## src/rtl/mmio_uart_arbiter_if.sv

```systemverilog
// Request/response link used between MMIO masters, the arbiter and the UART slave.
// "master" drives a request and waits for done; "slave" answers it.
interface mmio_uart_arbiter_if;
    logic        read;
    logic        write;
    logic [31:0] addr;
    logic [31:0] wdata;
    logic        done;
    logic [31:0] rdata;

    modport master (output read, write, addr, wdata, input done, rdata);
    modport slave  (input read, write, addr, wdata, output done, rdata);
endinterface

```

## src/rtl/mmio_uart_arbiter.sv

```systemverilog
// Two-master round-robin arbiter for the UART MMIO window with a per-transaction
// grant lock, a one-cycle GAP between transactions and a completion watchdog.
module mmio_uart_arbiter #(
    parameter int TIMEOUT = 64,
    parameter int CNT_W   = 7
) (
    input  logic                 sys_clk,
    input  logic                 rst,
    mmio_uart_arbiter_if.slave   m0,
    mmio_uart_arbiter_if.slave   m1,
    mmio_uart_arbiter_if.master  s,
    output logic                 m0_err,
    output logic                 m1_err,
    output logic                 grant,
    output logic                 busy
);

    localparam logic [1:0]       ST_IDLE  = 2'd0;
    localparam logic [1:0]       ST_BUSY  = 2'd1;
    localparam logic [1:0]       ST_GAP   = 2'd2;
    localparam logic [CNT_W-1:0] CNT_LAST = CNT_W'(TIMEOUT - 1);
    localparam logic [CNT_W-1:0] CNT_ZERO = {CNT_W{1'b0}};
    localparam logic [CNT_W-1:0] CNT_ONE  = CNT_W'(1);

    logic [1:0]       state_r;
    logic             last_r;
    logic             grant_r;
    logic             busy_r;
    logic [CNT_W-1:0] cnt_r;
    logic             m0_done_r;
    logic             m1_done_r;
    logic             m0_err_r;
    logic             m1_err_r;
    logic [31:0]      m0_rdata_r;
    logic [31:0]      m1_rdata_r;

    logic             req0_s;
    logic             req1_s;
    logic             greq_s;
    logic             pick_s;
    logic             tmo_s;
    logic             cmpl_s;
    logic             fwd_read_s;
    logic             fwd_write_s;
    logic [31:0]      fwd_addr_s;
    logic [31:0]      fwd_wdata_s;

    assign req0_s = m0.read | m0.write;
    assign req1_s = m1.read | m1.write;
    assign tmo_s  = (cnt_r == CNT_LAST);
    // A slave done in the watchdog's last cycle still wins and completes without error.
    assign cmpl_s = (state_r == ST_BUSY) && (s.done || tmo_s);

    // Round-robin pick: on a tie the master that did not own the previous transaction wins.
    always_comb begin
        pick_s = 1'b0;
        if (req0_s && req1_s) begin
            pick_s = ~last_r;
        end else if (req1_s) begin
            pick_s = 1'b1;
        end else begin
            pick_s = 1'b0;
        end
    end

    // Request line of the current owner, watched for an abort while BUSY.
    always_comb begin
        greq_s = 1'b0;
        if (grant_r) begin
            greq_s = req1_s;
        end else begin
            greq_s = req0_s;
        end
    end

    // Forwarding mux: only the owning master reaches the slave, and only in BUSY.
    always_comb begin
        fwd_read_s  = 1'b0;
        fwd_write_s = 1'b0;
        fwd_addr_s  = 32'd0;
        fwd_wdata_s = 32'd0;
        if (state_r == ST_BUSY) begin
            if (grant_r) begin
                fwd_read_s  = m1.read;
                fwd_write_s = m1.write;
                fwd_addr_s  = m1.addr;
                fwd_wdata_s = m1.wdata;
            end else begin
                fwd_read_s  = m0.read;
                fwd_write_s = m0.write;
                fwd_addr_s  = m0.addr;
                fwd_wdata_s = m0.wdata;
            end
        end else begin
            fwd_read_s  = 1'b0;
            fwd_write_s = 1'b0;
            fwd_addr_s  = 32'd0;
            fwd_wdata_s = 32'd0;
        end
    end

    // Transaction sequencer: ownership, round-robin history and watchdog count.
    always_ff @(posedge sys_clk) begin
        if (rst) begin
            state_r <= ST_IDLE;
            last_r  <= 1'b1;
            grant_r <= 1'b0;
            busy_r  <= 1'b0;
            cnt_r   <= CNT_ZERO;
        end else begin
            case (state_r)
                ST_IDLE: begin
                    cnt_r <= CNT_ZERO;
                    if (req0_s || req1_s) begin
                        grant_r <= pick_s;
                        state_r <= ST_BUSY;
                        busy_r  <= 1'b1;
                    end else begin
                        state_r <= ST_IDLE;
                        busy_r  <= 1'b0;
                    end
                end
                ST_BUSY: begin
                    if (cmpl_s) begin
                        state_r <= ST_GAP;
                        busy_r  <= 1'b1;
                        cnt_r   <= cnt_r + CNT_ONE;
                    end else if (!greq_s) begin
                        state_r <= ST_IDLE;
                        busy_r  <= 1'b0;
                        cnt_r   <= CNT_ZERO;
                    end else begin
                        state_r <= ST_BUSY;
                        busy_r  <= 1'b1;
                        cnt_r   <= cnt_r + CNT_ONE;
                    end
                end
                ST_GAP: begin
                    last_r  <= grant_r;
                    cnt_r   <= CNT_ZERO;
                    state_r <= ST_IDLE;
                    busy_r  <= 1'b0;
                end
                default: begin
                    state_r <= ST_IDLE;
                    busy_r  <= 1'b0;
                    cnt_r   <= CNT_ZERO;
                end
            endcase
        end
    end

    // Completion pulses: one cycle wide, data and error cleared again right after.
    always_ff @(posedge sys_clk) begin
        if (rst) begin
            m0_done_r  <= 1'b0;
            m1_done_r  <= 1'b0;
            m0_err_r   <= 1'b0;
            m1_err_r   <= 1'b0;
            m0_rdata_r <= 32'd0;
            m1_rdata_r <= 32'd0;
        end else begin
            m0_done_r <= cmpl_s & ~grant_r;
            m1_done_r <= cmpl_s & grant_r;
            m0_err_r  <= cmpl_s & ~grant_r & ~s.done;
            m1_err_r  <= cmpl_s & grant_r & ~s.done;
            if (cmpl_s && s.done && !grant_r) begin
                m0_rdata_r <= s.rdata;
            end else begin
                m0_rdata_r <= 32'd0;
            end
            if (cmpl_s && s.done && grant_r) begin
                m1_rdata_r <= s.rdata;
            end else begin
                m1_rdata_r <= 32'd0;
            end
        end
    end

    assign s.read   = fwd_read_s;
    assign s.write  = fwd_write_s;
    assign s.addr   = fwd_addr_s;
    assign s.wdata  = fwd_wdata_s;
    assign m0.done  = m0_done_r;
    assign m0.rdata = m0_rdata_r;
    assign m1.done  = m1_done_r;
    assign m1.rdata = m1_rdata_r;
    assign m0_err   = m0_err_r;
    assign m1_err   = m1_err_r;
    assign grant    = grant_r;
    assign busy     = busy_r;

endmodule

```

## src/flat_wrapper.sv

```systemverilog
// flat-port wrapper written by rule: the top's interface ports become plain ports
module mmio_uart_arbiter_flat 
#(
    parameter int TIMEOUT = 64,
    parameter int CNT_W   = 7
)
  (sys_clk, rst, m0_err, m1_err, grant, busy, m0_read, m0_write, m0_addr, m0_wdata, m0_done, m0_rdata, m1_read, m1_write, m1_addr, m1_wdata, m1_done, m1_rdata, s_read, s_write, s_addr, s_wdata, s_done, s_rdata);
  mmio_uart_arbiter_if m0_i ();
  mmio_uart_arbiter_if m1_i ();
  mmio_uart_arbiter_if s_i ();
  input  logic sys_clk;
  input  logic rst;
  output logic m0_err;
  output logic m1_err;
  output logic grant;
  output logic busy;
  input wire logic [$bits(m0_i.read)-1:0] m0_read;
  input wire logic [$bits(m0_i.write)-1:0] m0_write;
  input wire logic [$bits(m0_i.addr)-1:0] m0_addr;
  input wire logic [$bits(m0_i.wdata)-1:0] m0_wdata;
  output wire logic [$bits(m0_i.done)-1:0] m0_done;
  output wire logic [$bits(m0_i.rdata)-1:0] m0_rdata;
  input wire logic [$bits(m1_i.read)-1:0] m1_read;
  input wire logic [$bits(m1_i.write)-1:0] m1_write;
  input wire logic [$bits(m1_i.addr)-1:0] m1_addr;
  input wire logic [$bits(m1_i.wdata)-1:0] m1_wdata;
  output wire logic [$bits(m1_i.done)-1:0] m1_done;
  output wire logic [$bits(m1_i.rdata)-1:0] m1_rdata;
  output wire logic [$bits(s_i.read)-1:0] s_read;
  output wire logic [$bits(s_i.write)-1:0] s_write;
  output wire logic [$bits(s_i.addr)-1:0] s_addr;
  output wire logic [$bits(s_i.wdata)-1:0] s_wdata;
  input wire logic [$bits(s_i.done)-1:0] s_done;
  input wire logic [$bits(s_i.rdata)-1:0] s_rdata;
  assign m0_i.read = m0_read;
  assign m0_i.write = m0_write;
  assign m0_i.addr = m0_addr;
  assign m0_i.wdata = m0_wdata;
  assign m0_done = m0_i.done;
  assign m0_rdata = m0_i.rdata;
  assign m1_i.read = m1_read;
  assign m1_i.write = m1_write;
  assign m1_i.addr = m1_addr;
  assign m1_i.wdata = m1_wdata;
  assign m1_done = m1_i.done;
  assign m1_rdata = m1_i.rdata;
  assign s_read = s_i.read;
  assign s_write = s_i.write;
  assign s_addr = s_i.addr;
  assign s_wdata = s_i.wdata;
  assign s_i.done = s_done;
  assign s_i.rdata = s_rdata;
  mmio_uart_arbiter #(.TIMEOUT(TIMEOUT), .CNT_W(CNT_W)) u_core (.sys_clk(sys_clk), .rst(rst), .m0(m0_i), .m1(m1_i), .s(s_i), .m0_err(m0_err), .m1_err(m1_err), .grant(grant), .busy(busy));
endmodule
```

## config.mk

```make
export PLATFORM = sky130hd
export DESIGN_NAME = mmio_uart_arbiter_flat
export DESIGN_NICKNAME = d
export VERILOG_FILES = /design/src/rtl/mmio_uart_arbiter_if.sv /design/src/rtl/mmio_uart_arbiter.sv /design/src/flat_wrapper.sv
export SDC_FILE = /design/constraint.sdc
export NUM_CORES = 1
export LEC_CHECK = 0
export ABC_AREA = 1
export BUFFER_PORTS_ARGS = -buffer_cell sky130_fd_sc_hd__buf_2
export CORE_AREA = 2 2 116 118
export DETAILED_ROUTE_END_ITERATION = 6
export DIE_AREA = 0 0 118 120
export GPL_TIMING_DRIVEN = 0
export PLACE_DENSITY = 0.66
export SKIP_CTS_REPAIR_TIMING = 1
export SLEW_MARGIN = 20
export SYNTH_ARGS = -nofsm -noshare
export SYNTH_HDL_FRONTEND = slang
export SYNTH_SLANG_ARGS = --single-unit
```

## constraint.sdc

```tcl
create_clock -name sys_clk -period 1.6 [get_ports sys_clk]
set_input_delay 0.16 -clock sys_clk [delete_from_list [all_inputs] [get_ports sys_clk]]
set_output_delay 0.16 -clock sys_clk [all_outputs]
set_load 0.005 [all_outputs]
```

Word level (Yosys, flattened, before mapping)
Index checks and enable logic that the tools add are counted.
{"block": "classes", "n_addsub": 1, "eq_ne": 3, "n_mux": 21, "bitwise_logic": 12, "reduce_logical": 13}
{"operator": "$mux W32", "n": 4}
{"operator": "$mux W7", "n": 2}
{"operator": "$mux W1", "n": 12}
{"operator": "$add A7 B1 Y7 const B", "n": 1}
{"operator": "$eq A7 B6 Y1 const B", "n": 1}
{"operator": "$not A1 Y1", "n": 6}
{"operator": "$reduce_or A2 Y1", "n": 3}
{"operator": "$logic_and A1 B1 Y1", "n": 5}
{"operator": "$and A1 B1 Y1", "n": 4}
{"operator": "$pmux W2 S2", "n": 1}
{"operator": "$eq A2 B1 Y1 const B", "n": 1}
{"operator": "$eq A2 B2 Y1 const B", "n": 1}
{"operator": "$logic_not A2 Y1", "n": 1}
{"operator": "$logic_or A1 B1 Y1", "n": 2}
{"operator": "$mux W2", "n": 1}
{"operator": "$or A1 B1 Y1", "n": 2}
{"operator": "$pmux W1 S2", "n": 1}
{"operator": "$reduce_and A2 Y1", "n": 1}
{"operator": "$logic_not A1 Y1", "n": 1}
{"block": "word_totals", "ff_bits": 80, "in_bits": 167, "output_inout_bits": 136, "word_cells": 61}

Depth between registers and ports, before layout
Gate-level depths: netlist of the first run.
{"block": "logic_depth", "word_depth": 7, "mapped_depth": 9, "depth_no_buf": 9}

Least setup slack after synthesis of the first run
No wires, ideal clock.
{"block": "synth_timing", "path_type": "register to output", "start": "register u_core.grant_r, in the netlist u_core.grant", "end": "output s_wdata[12]", "arrival_time_ps": 1056, "path_slack_ps": 384, "stages_incl_launch_ff": 7, "n_path_buf": 3, "cell_sequence": "dfxtp_1 buf_2 inv_4 buf_4 buf_2 nand2_1 a21oi_1"}
{"block": "synth_via", "elab_chain_len": 2}
{"element": "from (decl)", "line_no": "mmio_uart_arbiter.sv:27", "source": "logic grant_r;"}
{"element": "from (signal assigned)", "line_no": "mmio_uart_arbiter.sv:115", "source": "grant_r <= pick_s;"}
{"element": "$mux W32", "line_no": "mmio_uart_arbiter.sv:83", "source": "if (grant_r) begin"}
{"element": "$mux W32", "line_no": "mmio_uart_arbiter.sv:82", "source": "if (state_r == ST_BUSY) begin"}
{"element": "to (decl)", "line_no": "flat_wrapper.sv:32", "source": "output wire logic [$bits(s_i.wdata)-1:0] s_wdata;"}
Every way passes these cells.

Final worst setup path of the first run
{"block": "layout_timing", "start": "register u_core.state_r[0]", "end": "output s_wdata[7]"}
{"block": "layout_via", "elab_chain_len": 2}
{"element": "from (decl)", "line_no": "mmio_uart_arbiter.sv:25", "source": "logic [1:0] state_r;"}
{"element": "from (signal assigned)", "line_no": "mmio_uart_arbiter.sv:105", "source": "state_r <= ST_IDLE;"}
{"element": "from (signal assigned)", "line_no": "mmio_uart_arbiter.sv:116", "source": "state_r <= ST_BUSY;"}
{"element": "from (signal assigned)", "line_no": "mmio_uart_arbiter.sv:119", "source": "state_r <= ST_IDLE;"}
{"element": "$eq A2 B1 Y1", "line_no": "mmio_uart_arbiter.sv:82"}
{"element": "$mux W32", "line_no": "mmio_uart_arbiter.sv:82"}
Every way passes these cells.

==> flow_summary.ini, run 1 <==
[synth]
synthTopCellsByArea = dfxtp_1, nand2_1, a21oi_1
synth_seq_area_share_pct = 47.46
synth_edf_count = 0
synthArstFlopShare_pct = 0
syn_nets = 640
synth-main-ff-cell = dfxtp_1
yosys.area.top_type_share_pct = 47.46
yosysMostFrequentCell = nand2_1
ys_ff_latch = 80
ys_warn_count = 0
ys_top_cells_by_count = nand2_1, dfxtp_1, a21oi_1
syn-cell-area_sq_um = 3374
syn_inst = 472
ys_types = 22
avgSynthCellArea_sq_um = 7.149
yosysTopAreaCell = dfxtp_1

[place]
pre_cts_slack_ps = 34.77
place_congestion = 0.8491
place_hpwl_mm = 10.23
io_buffers = 301

[drt]
drt-wirelength-per-cell_um = 12.86
via_per_inst = 4.161
num_vias = 4028
ant_nets = 0
wirelength_mm = 12.45
drc = 0
dr.pass1.iters = 4
drt-initial-drc-count = 113

[sta]
rsz0062_at_grt = true
fin_ws_ps = -79.31
finalCriticalPeriod_ps = 1679
slew_headroom_pct = 84.55
drv_slew = 0
final_hold_viol_count = 0
setup_violations = 41
finClkSkew_ps = 2.648
max_freq_ghz = 0.5955
worst_slew_pin_slew_ps = 230.0
finalCritPeriodShare_pct = 105.0
hold_slack_ps = 63.74

[critical_path]
ff2ff_setup_slack_ps = 220
timing.rr.end = u_core.m1_err$_SDFF_PP0_
start_kind = flop
slowest_delay_ps = 330
reg2reg_depth = 9
required_ps = 1440
crit_arrival_ps = 1520
end_kind = primary output
r2r-start = u_core.cnt_r[0]$_SDFF_PP0_
crit_chain = inv_2 > nor2_4 > inv_4 > buf_12 > buf_6 > a21oi_1 > buf_2
critPathSlowestCell = dfxtp_2
critPathMaxFanout = 10
crit_type = flop to primary output

[grt]
first_global_vias = 3756
antenna_found_initial = 1
grt_pass1_wl_mm = 19.19
grt_use_total_pct = 17.10
grt_max_degree = 15
grt_remaining_overflow = 0

[run_status]
status = complete, but fails checks
violations = negative setup slack

[finish]
drive_above_1_share_pct = 52.34
fin_nets = 954
area_growth_pct = 68.22

[clock_tree]
path_clk_slew_ps = 60
htree_levels = 3
clk_path_buf_depth = 2
cts.sinks = 80
cts_root_buf = clkbuf_16
insertion_delay_ps = 330
cts_buffers = 9
cts_tree = built

[floorplanning]
start_util_pct = 26.00
io_pins = 303
die_w_um = 118
core_sq_um = 12980
die_area_sq_um = 14160
rows = 42
die_h_um = 120

[flow_run]
maxCapViolCount = 0

[min_path]
min_path_cells = 3
hold_class = primary input to flop
min_from = s_rdata[15]
hold_path_end = u_core.m0.rdata[15]$_SDFF_PP0_

[power]
power.density_nw_per_um2 = 970.9
leakagePower_uw = 0.003179
vdd_drop_max_v = 0.0004247
==> layout make-up <==
cell class / instances / area [sq um]
fillers: 1387 / 7303
flip-flops and latches: 80 / 1604
multi-input cells: 318 / 1539
repair buffers: 303 / 1521
plain buffers: 29 / 299.0
clock buffers: 10 / 239.0
well taps: 176 / 220.2
inverters: 45 / 183.9
clock inverters: 6 / 67.56
diodes: 1 / 2.502
==> power breakdown <==
part	internal, uW	switching (uW)
clock	1250	783
sequential	2040	17.0
combinational	635	778
==> cell usage in the layout (no fill, tap or decap), types with 2 or more instances in the layout <==
cell,n
a21oi_1,37
a21oi_2,33
buf_12,4
buf_2,308
buf_4,3
buf_6,13
clkbuf_16,9
clkbuf_4,4
clkinvlp_4,2
dfxtp_1,78
dfxtp_2,2
inv_1,42
nand2_1,145
nand2_2,3
nand3_1,5
nor2_1,60
nor2_2,22
nor2_4,2
o21ai_0,3
xnor2_1,2
xor2_1,2
==> metrics by stage <==
stage / setup TNS [ps] / total power [uW] / instance area [sq um] / instances / util, %
after detailed placement: 0 / 3328 / 5101 / 949 / 39.30
after global placement: -16.38 / 3327 / 5101 / 949 / 39.30
final: -1694 / 5512 / 5677 / 968 / 43.73
after CTS: -15030 / 5389 / 5408 / 965 / 41.66
after floorplan: 0 / 2732 / 3374 / 472 / -
after global routing: -6752 / 5846 / 5677 / 968 / 43.73
==> worst max-delay path: cells and delay by family, from the launching register on <==
| family | cells | cell delay, ps |
|---|---|---|
| AO/OA/AOI/OAI | 1 | 130 |
| flip-flops | 1 | 330 |
| buffers and inverters | 5 | 560 |
| AND/OR/NAND/NOR | 1 | 180 |
==> layer usage <==
metal / up-vias / wire length (um) / GRT usage (%)
met5: - / 0 / 0
met4: 0 / 252 / 6.099
met3: 14 / 1028 / 4.848
met2: 199 / 6358 / 31.43
met1: 1752 / 4810 / 18.75
li1: 2063 / - / -
==> worst max-delay path by stage <==
stage                                      start          end  slack, ps  cells past startpoint
floorplan              u_core.grant$_SDFFE_PP0P_  s_wdata[12]        380                      6
global placement       u_core.grant$_SDFFE_PP0P_   s_addr[26]        -20                      6
detailed placement     u_core.grant$_SDFFE_PP0P_   s_addr[26]         30                      6
CTS                    u_core.grant$_SDFFE_PP0P_   s_addr[26]       -330                      6
global route        u_core.state_r[0]$_SDFF_PP0_   s_wdata[7]       -150                      7
finish              u_core.state_r[0]$_SDFF_PP0_   s_wdata[7]        -80                      7
==> cell families after synthesis <==
| group | count (synthesis) | synth area share, % |
|---|---|---|
| and+or+nand+nor | 240 | 29.70 |
| DFF | 80 | 47.46 |
| buffers and inverters | 74 | 10.60 |
| AOI/OAI and AO/OA | 73 | 10.83 |
| xor gates and xnor gates | 4 | 1.038 |
| adders and majority gates | 1 | 0.3707 |
==> flip-flops by register name, indices dropped and copies added, names as in the netlist, 2 cells and up <==
signal           count
u_core.m0.rdata     32
u_core.m1.rdata     32
u_core.cnt_r         7
u_core.state_r       2
Note: power is estimated with default switching activity, not from simulation.
==> inputs of run 2 (changes only) <==
--- a/config.mk
+++ b/config.mk
@@ -7,13 +7,14 @@
 export LEC_CHECK = 0
 export ABC_AREA = 1
 export BUFFER_PORTS_ARGS = -buffer_cell sky130_fd_sc_hd__buf_2
-export CORE_AREA = 2 2 116 118
+export CORE_AREA = 2 2 119 121
 export DETAILED_ROUTE_END_ITERATION = 6
-export DIE_AREA = 0 0 118 120
+export DIE_AREA = 0 0 121 123
 export GPL_TIMING_DRIVEN = 0
-export PLACE_DENSITY = 0.66
+export PLACE_DENSITY = 0.65
 export SKIP_CTS_REPAIR_TIMING = 1
 export SLEW_MARGIN = 20
 export SYNTH_ARGS = -nofsm -noshare
 export SYNTH_HDL_FRONTEND = slang
 export SYNTH_SLANG_ARGS = --single-unit
+export TNS_END_PERCENT = 30
==> constraint.sdc (replaced) <==
create_clock -name sys_clk -period 1.52 [get_ports sys_clk]
set_input_delay 0.152 -clock sys_clk [delete_from_list [all_inputs] [get_ports sys_clk]]
set_output_delay 0.152 -clock sys_clk [all_outputs]
set_load 0.005 [all_outputs]
==> run 2 against run 1 <==
- the flow still finishes with violations (negative setup slack)
- routed wire length grew 2.9%
- combinational power grew 9.9%
- first-iteration DRC count grew 72%
- worst hold slack lost 13 ps
- core utilization shrank 1.7 points
- global-route usage shrank 1.5 points
- register-to-register slack lost 70 ps
- sequential share of layout area shrank 0.20 points
- cell area grew 0.71%
- critical path type unchanged
- largest cell class unchanged
- largest power group unchanged
==> flow_summary.ini, run 2 (synthesized netlist as in run 1, its figures left out) <==
[sta]
fin_ws_ps = -119.2
finalCriticalPeriod_ps = 1639
finalCritPeriodShare_pct = 107.8
worst_slew_pin_slew_ps = 238.0
rsz0062_at_grt = true
setup_violations = 63
slew_headroom_pct = 84.09
finClkSkew_ps = 3.850
max_freq_ghz = 0.6100
drv_slew = 0
final_hold_viol_count = 0

[critical_path]
crit_arrival_ps = 1490
critPathMaxFanout = 10
start_kind = flop
crit_type = flop to primary output
ff2ff_setup_slack_ps = 150
end_kind = primary output
required_ps = 1370

[finish]
final_common_cell = buf_2
num_antenna_cells = 0
seq_area_sq_um = 1604
n_fill_cell = 1410
post-route-util_pct = 42.00
multi_input_area_sq_um = 1524
drive_above_1_share_pct = 51.82
fin_nets = 958
fin_cells = 975
fin_area_sq_um = 5717
layout_common_cells = buf_2, nand2_1, dfxtp_1, nor2_1, inv_1
area_growth_pct = 69.41

[place]
io_buffers = 301
place_congestion = 0.8610
dpl_cell_area_sq_um = 5106
place_hpwl_mm = 10.38
place_inst = 953
pre_cts_slack_ps = -71.87

[run_status]
status = complete, but fails checks
violations = negative setup slack

[floorplanning]
core_sq_um = 13610
start_util_pct = 24.79
die_area_sq_um = 14880
rows = 43
die_w_um = 121
io_pins = 303
die_h_um = 123

[grt]
grt_use_total_pct = 15.56
grt_pass1_wl_mm = 18.05
grt_remaining_overflow = 0
antenna_found_initial = 0
first_global_vias = 3634
grt_max_degree = 14

[clock_tree]
htree_levels = 3
insertion_delay_ps = 330
cts_root_buf = clkbuf_16
clk_path_buf_depth = 2
cts.sinks = 80
path_clk_slew_ps = 60
cts_buffers = 9
cts_tree = built

[drt]
num_vias = 4075
dr.pass1.iters = 4
via_per_inst = 4.179
ant_nets = 0
drc = 0
wirelength_mm = 12.81
drt-wirelength-per-cell_um = 13.13
drt-initial-drc-count = 194

[power]
combPwrFrac_pct = 26.5
vdd_drop_max_v = 0.0003714
switching_share_pct = 28.44
p_int_uw = 4183
seq_power_share_pct = 37.1
leakagePower_uw = 0.003215
power.switching_uw = 1662
power.density_nw_per_um2 = 1023
clkPwrFrac_pct = 36.4

[flow_run]
maxCapViolCount = 0

[min_path]
hold_class = primary input to flop
==> run 2: changes by cell type in the layout (fill, tap and decap cells not counted), sizes merged <==
cell,change
buf,+4
clkbuf,+2
clkinvlp,-2
diode,-1
==> run 2: path summary, 6_finish.rpt <==
check                                         to  depth (start not counted)                    startpoint
setup / recovery                     s_wdata[14]                          7  u_core.state_r[0]$_SDFF_PP0_
hold / removal    u_core.m1.rdata[13]$_SDFF_PP0_                          3                   s_rdata[13]
setup reg to reg      u_core.cnt_r[6]$_SDFF_PP0_                          9    u_core.cnt_r[0]$_SDFF_PP0_
hold reg to reg       u_core.cnt_r[0]$_SDFF_PP0_                          1    u_core.cnt_r[0]$_SDFF_PP0_
==> run 2: worst max-delay path, cell delays in order, from the launching register on <==
cell	delay, ps
dfxtp_2	330
inv_2	50
nor2_4	160
inv_4	70
buf_12	150
buf_8	140
a21oi_1	120
buf_2	140
==> run 2: area by class of cell <==
class | instances | area share (%)
plain buffers | 29 | 5.450
clock buffers | 12 | 4.312
clock inverters | 4 | 0.9192
inverters | 45 | 3.217
multi-input cells | 318 | 26.66
flip-flops and latches | 80 | 28.06
well taps | 180 | 3.940
repair buffers | 307 | 27.45
==> run 2: routing by layer <==
layer	vias up	routed length, um	global-route usage (%)
met5	-	0	0
met4	0	231	5.378
met2	216	6239	28.16
met3	20	1135	3.598
li1	2074	-	-
met1	1765	5198	17.99
==> run 2: power by group through the flow <==
stage	combinational (uW)	clock, uW	sequential, uW
after floorplan	656	0	2220
after global placement	1300	0	2210
after detailed placement	1300	0	2210
after CTS	1300	2210	2170
after global routing	1700	2270	2170
final	1550	2130	2170
==> run 2: through the flow <==
step	hold WS [ps]	power, uW	TNS (ps)
after floorplan	231.0	2876	0
after global routing	61.89	6142	-8078
after CTS	41.10	5674	-20500
final	50.30	5846	-4189
after detailed placement	386.8	3509	-501.0
after global placement	381.6	3509	-620.3
